[src/rtl/muldiv_hilo_unit.sv]
// Iterative MULT/MULTU/DIV/DIVU unit producing HI/LO write data and strobes.
// Optional MULDIV_FAST_MUL_EN: single-cycle multiply, divides stay iterative.
module muldiv_hilo_unit #(
  parameter int unsigned WIDTH = 32,
  parameter int unsigned ITER  = 32
) (
  input  logic             clk,
  input  logic             rst_n,
  input  logic             start,
  input  logic [1:0]       op,
  input  logic [WIDTH-1:0] src_a,
  input  logic [WIDTH-1:0] src_b,
  input  logic             flush,
  output logic             busy,
  output logic             done,
  output logic [WIDTH-1:0] hi_out,
  output logic [WIDTH-1:0] lo_out,
  output logic             hi_write,
  output logic             lo_write
);

  localparam int unsigned DW    = 2 * WIDTH;
  localparam int unsigned CNT_W = $clog2(ITER);

  typedef enum logic [1:0] {IDLE, CALC, DONE} state_t;

  state_t             state, next_state;
  logic [CNT_W-1:0]   cnt;
  logic               op_div, sign_a, sign_b;
  logic [WIDTH-1:0]   mag_a, mag_b;
  logic [DW-1:0]      prod;

  logic               accept, fast_take, commit;
  logic               sgn_op, a_neg, b_neg;
  logic [WIDTH-1:0]   a_mag_in, b_mag_in;
  logic [WIDTH:0]     add_sum, shifted;
  logic [WIDTH-1:0]   sub_lo;
  logic [DW-1:0]      mul_step, div_step, mul_res;
  logic [WIDTH-1:0]   res_hi, res_lo, quo, rem, a_orig;

  assign accept   = (state == IDLE) && start && !flush;
  assign sgn_op   = ~op[0];
  assign a_neg    = sgn_op & src_a[WIDTH-1];
  assign b_neg    = sgn_op & src_b[WIDTH-1];
  assign a_mag_in = a_neg ? WIDTH'(-src_a) : src_a;
  assign b_mag_in = b_neg ? WIDTH'(-src_b) : src_b;

`ifdef MULDIV_FAST_MUL_EN
  logic signed [WIDTH:0] fast_a, fast_b;
  logic [DW-1:0]         fast_prod;
  assign fast_a    = {a_neg, src_a};
  assign fast_b    = {b_neg, src_b};
  assign fast_prod = DW'(fast_a * fast_b);
  assign fast_take = accept && !op[1];
`else
  assign fast_take = 1'b0;
`endif

  // Shift-add multiply step: prod = {partial sum, remaining multiplier bits}
  assign add_sum  = {1'b0, prod[DW-1:WIDTH]} + (prod[0] ? {1'b0, mag_a} : '0);
  assign mul_step = {add_sum, prod[WIDTH-1:1]};

  // Restoring divide step: prod = {remainder, dividend/quotient bits}
  assign shifted  = prod[DW-1:WIDTH-1];
  assign sub_lo   = shifted[WIDTH-1:0] - mag_b;
  assign div_step = (shifted >= {1'b0, mag_b})
                  ? {sub_lo, prod[WIDTH-2:0], 1'b1}
                  : {shifted[WIDTH-1:0], prod[WIDTH-2:0], 1'b0};

  // Sign fix-up of the magnitude result
  assign mul_res = (sign_a ^ sign_b) ? DW'(-prod) : prod;
  assign quo     = (sign_a ^ sign_b) ? WIDTH'(-prod[WIDTH-1:0]) : prod[WIDTH-1:0];
  assign rem     = sign_a ? WIDTH'(-prod[DW-1:WIDTH]) : prod[DW-1:WIDTH];
  assign a_orig  = sign_a ? WIDTH'(-mag_a) : mag_a;

  always_comb begin
    res_hi = mul_res[DW-1:WIDTH];
    res_lo = mul_res[WIDTH-1:0];
`ifdef MULDIV_FAST_MUL_EN
    if (fast_take) begin
      res_hi = fast_prod[DW-1:WIDTH];
      res_lo = fast_prod[WIDTH-1:0];
    end else
`endif
    if (op_div) begin
      if (mag_b == '0) begin
        res_hi = a_orig;
        res_lo = '1;
      end else begin
        res_hi = rem;
        res_lo = quo;
      end
    end
  end

  always_ff @(posedge clk or negedge rst_n) begin
    if (!rst_n) state <= IDLE;
    else        state <= next_state;
  end

  // Next state; DONE always commits even when flushed
  always_comb begin
    next_state = state;
    commit     = 1'b0;
    unique case (state)
      IDLE: begin
        commit = fast_take;
        if (accept && !fast_take) next_state = CALC;
      end
      CALC: begin
        if (flush)                          next_state = IDLE;
        else if (cnt == CNT_W'(ITER - 1))   next_state = DONE;
      end
      DONE: begin
        commit     = 1'b1;
        next_state = IDLE;
      end
      default: next_state = IDLE;
    endcase
  end

  always_ff @(posedge clk or negedge rst_n) begin
    if (!rst_n) begin
      cnt    <= '0;
      op_div <= 1'b0;
      sign_a <= 1'b0;
      sign_b <= 1'b0;
      mag_a  <= '0;
      mag_b  <= '0;
      prod   <= '0;
    end else if (accept) begin
      cnt    <= '0;
      op_div <= op[1];
      sign_a <= a_neg;
      sign_b <= b_neg;
      mag_a  <= a_mag_in;
      mag_b  <= b_mag_in;
      prod   <= {{WIDTH{1'b0}}, op[1] ? a_mag_in : b_mag_in};
    end else if (state == CALC) begin
      cnt  <= cnt + CNT_W'(1);
      prod <= op_div ? div_step : mul_step;
    end
  end

  always_ff @(posedge clk or negedge rst_n) begin
    if (!rst_n) begin
      busy     <= 1'b0;
      done     <= 1'b0;
      hi_write <= 1'b0;
      lo_write <= 1'b0;
      hi_out   <= '0;
      lo_out   <= '0;
    end else begin
      busy     <= (next_state != IDLE);
      done     <= commit;
      hi_write <= commit;
      lo_write <= commit;
      if (commit) begin
        hi_out <= res_hi;
        lo_out <= res_lo;
      end
    end
  end

endmodule
[config.mk]
export PLATFORM = sky130hd
export DESIGN_NAME = muldiv_hilo_unit
export DESIGN_NICKNAME = d
export VERILOG_FILES = /design/src/rtl/muldiv_hilo_unit.sv
export SDC_FILE = /design/constraint.sdc
export NUM_CORES = 1
export LEC_CHECK = 0
export CAP_MARGIN = 20
export CORE_MARGIN = 1
export CORE_UTILIZATION = 30
export DETAILED_ROUTE_END_ITERATION = 16
export PLACE_DENSITY_LB_ADDON = 0.25
export SLEW_MARGIN = 40
export SYNTH_ARGS = -nofsm -noshare
export SYNTH_HDL_FRONTEND = slang
export SYNTH_SLANG_ARGS = --single-unit
[constraint.sdc]
create_clock -name clk -period 3.29 [get_ports clk]
set_input_delay 0.329 -clock clk [delete_from_list [all_inputs] [get_ports clk]]
set_output_delay 0.329 -clock clk [all_outputs]
set_load 0.005 [all_outputs]
==> results of run 1 <==
## state kept, by name, summed over array words and instances, names as in the netlist
register	count
prod	64
hi_out	32
lo_out	32
mag_a	32
mag_b	32
cnt	5
state	2
busy	1
lo_write	1
op_div	1
sign_a	1
sign_b	1
## through the flow
step	total power [mW]	setup WS (ns)	setup TNS (ns)	cells
after floorplan	9.792	0.06170	0	2119
after global placement	13.55	-0.1390	-0.4489	3065
after detailed placement	13.61	-0.2124	-1.275	3065
after CTS	16.40	0.03272	0	3109
after global routing	17.76	-0.03918	-0.06109	3112
final	16.63	0.08090	0	3112
## worst max-delay path by stage
stage | slack, ns | cells past startpoint | to | start
after floorplan | 0.06 | 15 | prod[63] | prod[0]
after global placement | -0.14 | 12 | prod[28] | src_a[1]
after detailed placement | -0.21 | 11 | prod[22] | src_a[1]
after CTS | 0.03 | 16 | prod[61] | prod[0]
after global routing | -0.04 | 16 | prod[63] | prod[0]
final | 0.08 | 9 | hi_out[26] | prod[37]
## per-layer routing
metal	up-vias	GRT usage, %
li1	8039	-
met1	8147	30.82
met2	530	37.19
met3	95	2.979
met4	0	7.304
met5	-	0
## what timing repair did
action                                  in CTS  in global routing
resized for setup                            3                 49
cloned                                       0                  1
endpoints found under the setup margin       3                 31
hold buffers                                 1                  0
endpoints found under the hold margin       67                  0
setup buffers                                0                  2
pin swaps                                    1                 17
## layout make-up
cell class / count / area share (%)
clock buffers: 33 / 3.218
clock inverters: 10 / 0.5059
multi-input cells: 1704 / 52.36
repair buffers: 345 / 14.27
inverters: 68 / 1.200
flip-flops and latches: 204 / 24.04
well taps: 748 / 4.401
## critical path, stage by stage (launching register included)
cell and delay [ns]:
dfrtp_2 0.48, or3_4 0.42, or4b_4 0.52, or3_4 0.35
or3_4 0.37, or4_4 0.50, nand2_2 0.08, xnor2_1 0.07
o2111ai_2 0.19, o211ai_2 0.10
## layout by cell type, fill, tap and decap left out, drive strengths merged, types with 22 or more instances in the layout
cell           netlist  layout
a211oi              25      25
a21o                26      26
a21oi              144     144
a31oi               33      33
and2                41      42
buf                 17     207
clkbuf             127      34
clkdlybuf4s50        0     136
dfrtp              204     204
ha                  71      71
inv                 67      67
mux2i               53      53
nand2              283     283
nand2b              22      22
nand3               40      40
nor2               152     152
nor3                38      38
nor4                29      29
o211ai              45      45
o21ai              208     208
o31ai               35      35
xnor2              121     121
xor2               113     113
## power groups by stage
| stage | combinational (mW) | sequential (mW) | clock [mW] |
|---|---|---|---|
| final | 10.1 | 3.84 | 2.71 |
| after global placement | 9.70 | 3.85 | 0 |
| after floorplan | 6.21 | 3.58 | 0 |
| after global routing | 11.0 | 3.90 | 2.87 |
| after CTS | 9.82 | 3.82 | 2.76 |
| after detailed placement | 9.75 | 3.86 | 0 |
## logic make-up (layout without fill, tap and decap cells)
group,after synthesis,after routing
xor+xnor,234,234
flops,204,204
fa+ha+maj,73,73
compound gates,641,641
mux,57,57
buf+inv,212,456
simple gates,698,699
==> qor.yml, run 1 <==
sta:
  final-max-slew-violation-count: 0
  report.final.setup_viol: 0
  worst_slew_margin_rel_pct: 51.55
  timing_hold_violations_final: 0
  post-route-min-period_ns: 3.209
  max_slew.worst_pin.slew_ns: 0.7260
  hold_slack_ns: 0.3350
  final.setup_skew_ns: 0.01088
  fmax_ghz: 0.3116
  fin_crit_sh_pct: 97.54
worst_setup_path:
  critPathRequiredTime_ns: 3.72
  reg2reg_depth: 9
  regToRegStartpoint: "prod[37]"
  worst-path-max-fanout: 6
  worstSetupEndpointType: "flop"
  path_class: "reg2reg"
  worst_setup_path_start_kind: "flop"
  ff2ff_setup_slack_ns: 0.08
  worst_path_arrival_ns: 3.64
  capture_instance_of_the_worst_register_to_register_path: "hi_out[26]"
finish:
  layout.nets: 2490
  stdcell_area_um2: 21270
  multi_input_area_um2: 11140
  fillers: 5650
  flow.area_growth_from_synthesis_pct: 26.74
  drive_gt1_share_pct: 13.87
  seqCellArea_um2: 5114
  finish.utilization_pct: 38.53
  antenna-diode-count: 0
status:
  run_status: "completed"
synthesis:
  synth_top_area_share_pct: 30.42
  synth_area_in_compound_gates_pct: 24.03
  post_synth_main_area_contributors: "dfrtp_1 30%, xnor2_1 6.3%, nand2_1 6.3%, o21ai_0 6.1%, xor2_1 5.9%"
  yosysWarningCount: 0
  synth_ff_type: "dfrtp_1"
  synthCells: 2119
  syn_area_um2: 16780
  synth.cells.most_frequent: "282 x nand2_1, 205 x o21ai_0, 204 x dfrtp_1"
  count_of_flip_flops_with_a_built_in_enable_after_synthesis: 0
  synth_cell_types: 75
  synth_xor_area_share_pct: 12.21
  ys_seq_elements: 204
  synth_fp_nets: 2262
  synth_most_common_cell: "nand2_1"
  largest_family_of_logic_cells_by_synthesized_area: "compound AO/OA/AOI/OAI gates"
  synth_simple_gate_area_share_pct: 19.45
  synth.yosys.seq_area_share_pct: 30.42
  synthArstFlopShare_pct: 100.0
  synth_top_cell_by_area: "dfrtp_1"
  synthesized_area_divided_by_synthesized_cell_count_um2: 7.919
  post_synth_fa_ha_maj_area_fraction_pct: 5.532
  synth_mux_area_share_pct: 3.497
routing:
  detail_route.drc_violations: 0
  number_of_violations_reported_at_the_end_of_detailed_routing_iteration_0: 1336
  drt-wirelength-per-cell_um: 21.04
  met3RoutedLength_um: 3532
  firstDrtPassIters: 5
  wirelength_um: 65470
  met2WireLength_um: 30450
  m1_wl_um: 29160
  topRoutingLayerUsed: "met4"
  final_antenna_net_count: 0
  vias_per_cell: 5.402
  vias: 16810
grt:
  grt_antenna_before_repair: 1
  wire_length_of_the_first_global_routing_pass_um: 99000
  gr-total-overflow: 0
  grt_use_total_pct: 22.70
  vias_in_the_first_global_route: 16320
  grt_start_max_net_pins: 106
placement:
  post-dp-hpwl_um: 52480
  gp_congestion: 0.9859
  placement.io_buffers: 137
  postPlaceCellArea_um2: 20220
pwr:
  switching_portion_of_total_power_pct: 45.82
  seq_power_share_pct: 23.1
  power.share.combinational_pct: 60.6
  static_power_due_to_leakage_nw: 8.916
  power_density_nw_per_um2: 781.7
  p_int_mw: 9.008
  power.net_switching_mw: 7.617
  irDropWorstVdd_mv: 0.4250
  share_clk_of_total_power_pct: 16.3
clocking:
  worst_skew_pair.late_latency_ns: 0.56
  ctsHtreeMaxLevel: 1
  cts_tree: "built"
  cts.reportedPaths.clkPinSlew_ns: 0.06
  cts-buffers-inserted: 24
  cts.sink_count: 204
  cts.root.buffer_cell: "clkbuf_16"
  cts_max_path_buffers: 3
floorplanning:
  fp-row-count: 86
  initial_utilization_pct: 30.40
  design.die.area_um2: 56890
  die_width_um: 238.5
  core_region_area_um2: 55200
  io_pins: 138
  fp.dieH_um: 238.5
flow_run:
  max_cap_viols: 0
worst_hold_path:
  hold_path.class: "in2async"
(Power assumes the default switching activity.)
==> run 2, diff against run 1 <==
Clock period 3.29 ns to 3.2 ns, I/O delays scaled along.
==> qor.yml, run 2 (synthesis results as in run 1) <==
grt:
  grt_busiest_layer: "met2"
  grt_use_total_pct: 23.46  # +0.76 points
  global_route.usage.met3_pct: 2.517  # -0.46 points
  met2_usage_pct: 39.09  # +1.9 points
  gr-total-overflow: 0  # unchanged
  grt_antenna_before_repair: 3  # +2
  wire_length_of_the_first_global_routing_pass_um: 102000  # +3.0%
  grt_start_max_net_pins: 81  # -24%
  gr-usage-met1_pct: 31.55  # +0.73 points
  vias_in_the_first_global_route: 16850  # +3.2%
routing:
  final_antenna_net_count: 0  # unchanged
  vias_per_cell: 5.413  # +0.20%
  firstDrtPassIters: 5  # unchanged
  wirelength_um: 67720  # +3.4%
  drt-wirelength-per-cell_um: 21.27  # +1.1%
  number_of_violations_reported_at_the_end_of_detailed_routing_iteration_0: 1264  # -5.4%
  vias: 17230  # +2.5%
  detail_route.drc_violations: 0  # unchanged
worst_setup_path:
  ff2ff_setup_slack_ns: 0.07  # about the same
  worst_path_arrival_ns: 3.55  # -0.09 ns
  path_class: "reg2reg"
  slowest_stage_cell_on_the_critical_path: "or4b_4"
  worst-path-max-fanout: 5  # -1
  critical_path.most_common_cell: "or3_4"
  worstSetupEndpointType: "flop"
  cell_by_cell_trace_of_the_critical_path: "or3_4 -> or4b_4 -> or3_4 -> or3_4 -> or4_4 -> nand2_2 -> xnor2_1 -> o2111ai_2 -> o211ai_2"
  critPathRequiredTime_ns: 3.62  # -0.10 ns
  worst_setup_path_start_kind: "flop"
  cpPeakStageDelay_ns: 0.50  # -0.02 ns
clocking:
  cts.sink_count: 204  # unchanged
  cts_tree: "built"
  cts.root.buffer_cell: "clkbuf_16"
  cts-buffers-inserted: 23  # -4.2%
  ctsHtreeMaxLevel: 1  # unchanged
  worst_skew_pair.late_latency_ns: 0.56  # about the same
  cts.reportedPaths.clkPinSlew_ns: 0.07  # about the same
  cts_max_path_buffers: 3  # unchanged
floorplanning:
  design.die.area_um2: 56890  # unchanged
  io_pins: 138  # unchanged
  fp.dieH_um: 238.5  # unchanged
  initial_utilization_pct: 30.40  # unchanged
  die_width_um: 238.5  # unchanged
  fp-row-count: 86  # unchanged
  core_region_area_um2: 55200  # unchanged
sta:
  fin_crit_sh_pct: 97.68  # +0.14 points
  post-route-min-period_ns: 3.126  # -0.08346 ns
  grt_setup_unrepaired: "yes"
  timing_hold_violations_final: 0  # unchanged
  final-max-slew-violation-count: 0  # unchanged
  max_slew.worst_pin.slew_ns: 0.8683  # +0.1423 ns
  report.final.setup_viol: 0  # unchanged
  fmax_ghz: 0.3199  # +2.7%
  worst_slew_margin_rel_pct: 42.07  # -9.5 points
  final.setup_skew_ns: 0.01043  # -0.0004503 ns
placement:
  placement.io_buffers: 137  # unchanged
  postPlaceCellArea_um2: 20720  # +2.5%
  gp_congestion: 0.9888  # +0.29%
  post-dp-hpwl_um: 54590  # +4.0%
finish:
  number_of_flip_flops_in_the_largest_register: 64  # unchanged
  flow.area_growth_from_synthesis_pct: 30.12
  drive_gt1_share_pct: 16.54  # +2.7 points
  antenna-diode-count: 0  # unchanged
  layout.cells.most_common_list: "282 x nand2_1, 274 x buf_4, 201 x dfrtp_1"
  stdcell_area_um2: 21840  # +2.7%
  largest_register: "prod"
  final_common_cell: "nand2_1"
  layout.nets: 2562  # +2.9%
  fillers: 5634  # -0.28%
flow_run:
  max_cap_viols: 0  # unchanged
pwr:
  power_density_nw_per_um2: 806.8  # +3.2%
  p_total_mw: 17.62  # +6.0%
  irDropWorstVdd_mv: 0.4760  # +12%
  static_power_due_to_leakage_nw: 9.288  # +4.2%
worst_hold_path:
  hold_path.class: "in2async"
status:
  run_status: "completed"
==> run 2: cell types whose count changed in the layout (fill, tap and decap cells not counted), sizes merged <==
cell,previous run,this run
buf,207,281
clkinvlp,3,0
inv,67,69
and2,42,41
clkbuf,34,35
clkinv,7,6
==> run 2: path summary, 6_finish.rpt <==
check	startpoint	to	cells after the start
setup / recovery	prod[37]	hi_out[26]	9
hold / removal	rst_n	prod[61]	2
setup reg to reg	prod[37]	hi_out[26]	9
hold reg to reg	hi_out[18]	hi_out[18]	2
max in group asynchronous	rst_n	state[1]	3
min in group clk	flush	state[1]	2
==> run 2: layout make-up <==
cell class              count  area [µm²]  share of cell area, %
flip-flops and latches    204        5111                  23.41
clock buffers              34       696.9                  3.192
inverters                  68       255.2                  1.169
clock inverters             8       87.58                 0.4011
repair buffers            419        3560                  16.30
multi-input cells        1703       11190                  51.24
well taps                 748       935.9                  4.286
==> run 2: metal layers <==
metal  wire [µm]  up-vias
li1            -     8173
met1       29970     8445
met2       31930      520
met3        3351       96
met4        2462        0
met5           0        -
==> run 2: where the power goes <==
part	switching (mW)	leakage [nW]	total, mW	internal [mW]
registers	0.782	2.61	3.93	3.15
clock network	1.21	0.393	2.81	1.60
logic	6.01	6.28	10.9	4.86
==> run 2: what timing repair did <==
action,in CTS,in global routing
setup buffers,1,5
hold buffers,1,0
resized for setup,8,58
setup endpoints to repair,7,44
endpoints found under the hold margin,77,0
pin swaps,5,25
==> run 2: worst max-delay path, delay by kind of cell (launching register included) <==
family / cells / cell delay, ns
AO/OA/AOI/OAI: 2 / 0.30
XOR/XNOR: 1 / 0.07
flip-flops: 1 / 0.42
AND/OR/NAND/NOR: 6 / 2.19
==> run 2: metrics by stage <==
stage	hold WS, ns	TNS, ns	cells	util (%)	setup WS [ns]
3_5_place_dp	0.4184	-2.799	3135	37.53	-0.2926
2_1_floorplan	0.02441	0	2119	-	0.04667
6_report	0.3453	0	3184	39.56	0.07436
3_3_place_gp	0.4078	-1.231	3135	37.52	-0.1994
4_1_cts	0.3925	0	3179	39.04	0.002464
5_1_grt	0.4255	-0.1201	3184	39.56	-0.05392
==> run 3, diff against run 2 <==
Settings changed: CTS_CLUSTER_DIAMETER from default to 80, HOLD_SLACK_MARGIN from default to 0.12.
==> qor.yml, run 3 (synthesis results as in run 1) <==
routing:
  final_antenna_net_count: 0  # unchanged
  number_of_violations_reported_at_the_end_of_detailed_routing_iteration_0: 1276  # +0.95%
  firstDrtPassIters: 5  # unchanged
  detail_route.drc_violations: 0  # unchanged
  vias: 17130  # -0.60%
  wirelength_um: 67810  # +0.14%
  drt-wirelength-per-cell_um: 21.26  # about the same
  vias_per_cell: 5.370  # -0.79%
status:
  run_status: "completed"
pwr:
  p_total_mw: 17.73  # +0.63%
  power_density_nw_per_um2: 809.5  # +0.34%
  static_power_due_to_leakage_nw: 9.293  # about the same
  irDropWorstVdd_mv: 0.4718  # -0.89%
sta:
  fin_crit_sh_pct: 97.20  # -0.48 points
  final.setup_skew_ns: 0.01732  # +0.006886 ns
  timing_hold_violations_final: 0  # unchanged
  grt_setup_unrepaired: "yes"
  fmax_ghz: 0.3215  # +0.49%
  setup-tns-final_ns: 0  # unchanged
  worst_slew_margin_rel_pct: 41.99  # -0.080 points
  final-max-slew-violation-count: 0  # unchanged
  max_slew.worst_pin.slew_ns: 0.8695  # +0.001195 ns
  report.final.setup_viol: 0  # unchanged
  post-route-min-period_ns: 3.110  # -0.01539 ns
floorplanning:
  io_pins: 138  # unchanged
  initial_utilization_pct: 30.40  # unchanged
  fp-row-count: 86  # unchanged
  core_region_area_um2: 55200  # unchanged
  design.die.area_um2: 56890  # unchanged
  fp.dieH_um: 238.5  # unchanged
  die_width_um: 238.5  # unchanged
finish:
  layout.nets: 2564  # +0.078%
  multi_input_area_um2: 11230  # +0.37%
  drive_gt1_share_pct: 17.02  # +0.48 points
  largest_register: "prod"
  fillers: 5627  # -0.12%
  flow.area_growth_from_synthesis_pct: 30.50
  layout.cells.most_common_list: "282 x nand2_1, 276 x buf_4, 201 x dfrtp_1"
  number_of_flip_flops_in_the_largest_register: 64  # unchanged
  seqCellArea_um2: 5111  # unchanged
  final_common_cell: "nand2_1"
grt:
  grt_antenna_before_repair: 2  # -1
  grt_start_max_net_pins: 81  # unchanged
  grt_use_total_pct: 23.46  # about the same
  gr-total-overflow: 0  # unchanged
  vias_in_the_first_global_route: 16870  # +0.16%
  wire_length_of_the_first_global_routing_pass_um: 101700  # -0.27%
worst_setup_path:
  worst-path-max-fanout: 7  # +2
  worst_path_arrival_ns: 3.56  # about the same
  worstSetupEndpointType: "flop"
  critPathRequiredTime_ns: 3.65  # +0.03 ns
  worst_setup_path_start_kind: "flop"
  reg2reg_depth: 13  # +4
  path_class: "reg2reg"
placement:
  gp_congestion: 0.9888  # unchanged
  placement.io_buffers: 137  # unchanged
  post-dp-hpwl_um: 54590  # unchanged
clocking:
  cts-buffers-inserted: 23  # unchanged
  worst_skew_pair.late_latency_ns: 0.57  # about the same
  cts_max_path_buffers: 3  # unchanged
  cts.sink_count: 204  # unchanged
  cts.root.buffer_cell: "clkbuf_16"
  cts.reportedPaths.clkPinSlew_ns: 0.07  # about the same
  cts_tree: "built"
  ctsHtreeMaxLevel: 1  # unchanged
flow_run:
  max_cap_viols: 0  # unchanged
worst_hold_path:
  hold_path.class: "in2async"
-- run 3: final cells by class --
type / count / share of cell area [%]
multi-input cells: 1704 / 51.28
flip-flops and latches: 204 / 23.34
repair buffers: 420 / 16.27
well taps: 748 / 4.274
clock buffers: 35 / 3.245
inverters: 68 / 1.166
clock inverters: 7 / 0.3771
diodes: 4 / 0.04571
-- run 3: timing repair --
| item | CTS | global route |
|---|---|---|
| gates resized for setup | 8 | 65 |
| hold buffers | 1 | 0 |
| cloned | 0 | 1 |
| endpoints found under the hold margin | 77 | 0 |
| buffers inserted | 1 | 6 |
| setup endpoints to repair | 7 | 44 |
| pin swaps | 5 | 26 |
-- run 3: worst paths after layout --
kind | start | to | slack (ns)
min in group clk | flush | state[1] | 0.44
hold reg to reg | hi_out[18] | hi_out[18] | 0.48
setup reg to reg | prod[0] | prod[63] | 0.09
setup / recovery | prod[0] | prod[63] | 0.09
max in group asynchronous | rst_n | state[1] | 1.92
hold / removal | rst_n | prod[61] | 0.36
-- run 3: per-stage QoR --
step	std cells	worst slack [ns]	hold WS (ns)	cell area (µm²)	utilization [%]
2_1_floorplan	2119	0.04667	0.02441	16790	-
3_3_place_gp	3135	-0.1994	0.4078	20710	37.52
6_report	3190	0.08975	0.3606	21900	39.67
5_1_grt	3187	-0.03416	0.4327	21890	39.66
3_5_place_dp	3135	-0.2926	0.4184	20720	37.53
4_1_cts	3179	0.002120	0.3966	21560	39.05
-- run 3: per-layer routing --
| layer | up-vias | track usage [%] | wire length [µm] |
|---|---|---|---|
| li1 | 8181 | - | - |
| met1 | 8308 | 31.30 | 30030 |
| met2 | 526 | 38.19 | 31170 |
| met3 | 115 | 2.991 | 3377 |
| met4 | 0 | 9.693 | 3233 |
| met5 | - | 0 | 0 |
-- run 3: critical path, stage by stage, from the launching register on --
cell and delay (ns):
dfrtp_1 0.40, buf_6 0.15, and2_4 0.14, ha_4 0.22, and2_4 0.18, nor4_4 0.30, a21oi_4 0.12, a2111oi_4 0.38
buf_4 0.17, o32a_1 0.19, o21ai_2 0.08, a221o_1 0.30, a211oi_1 0.28, o31ai_1 0.11
-- run 3: report_power, final --
group          internal, mW  leakage [nW]  switching [mW]
registers              3.15          2.61           0.787
clock network          1.63         0.396            1.22
logic                  4.90          6.29            6.05
total                  9.68          9.29            8.05
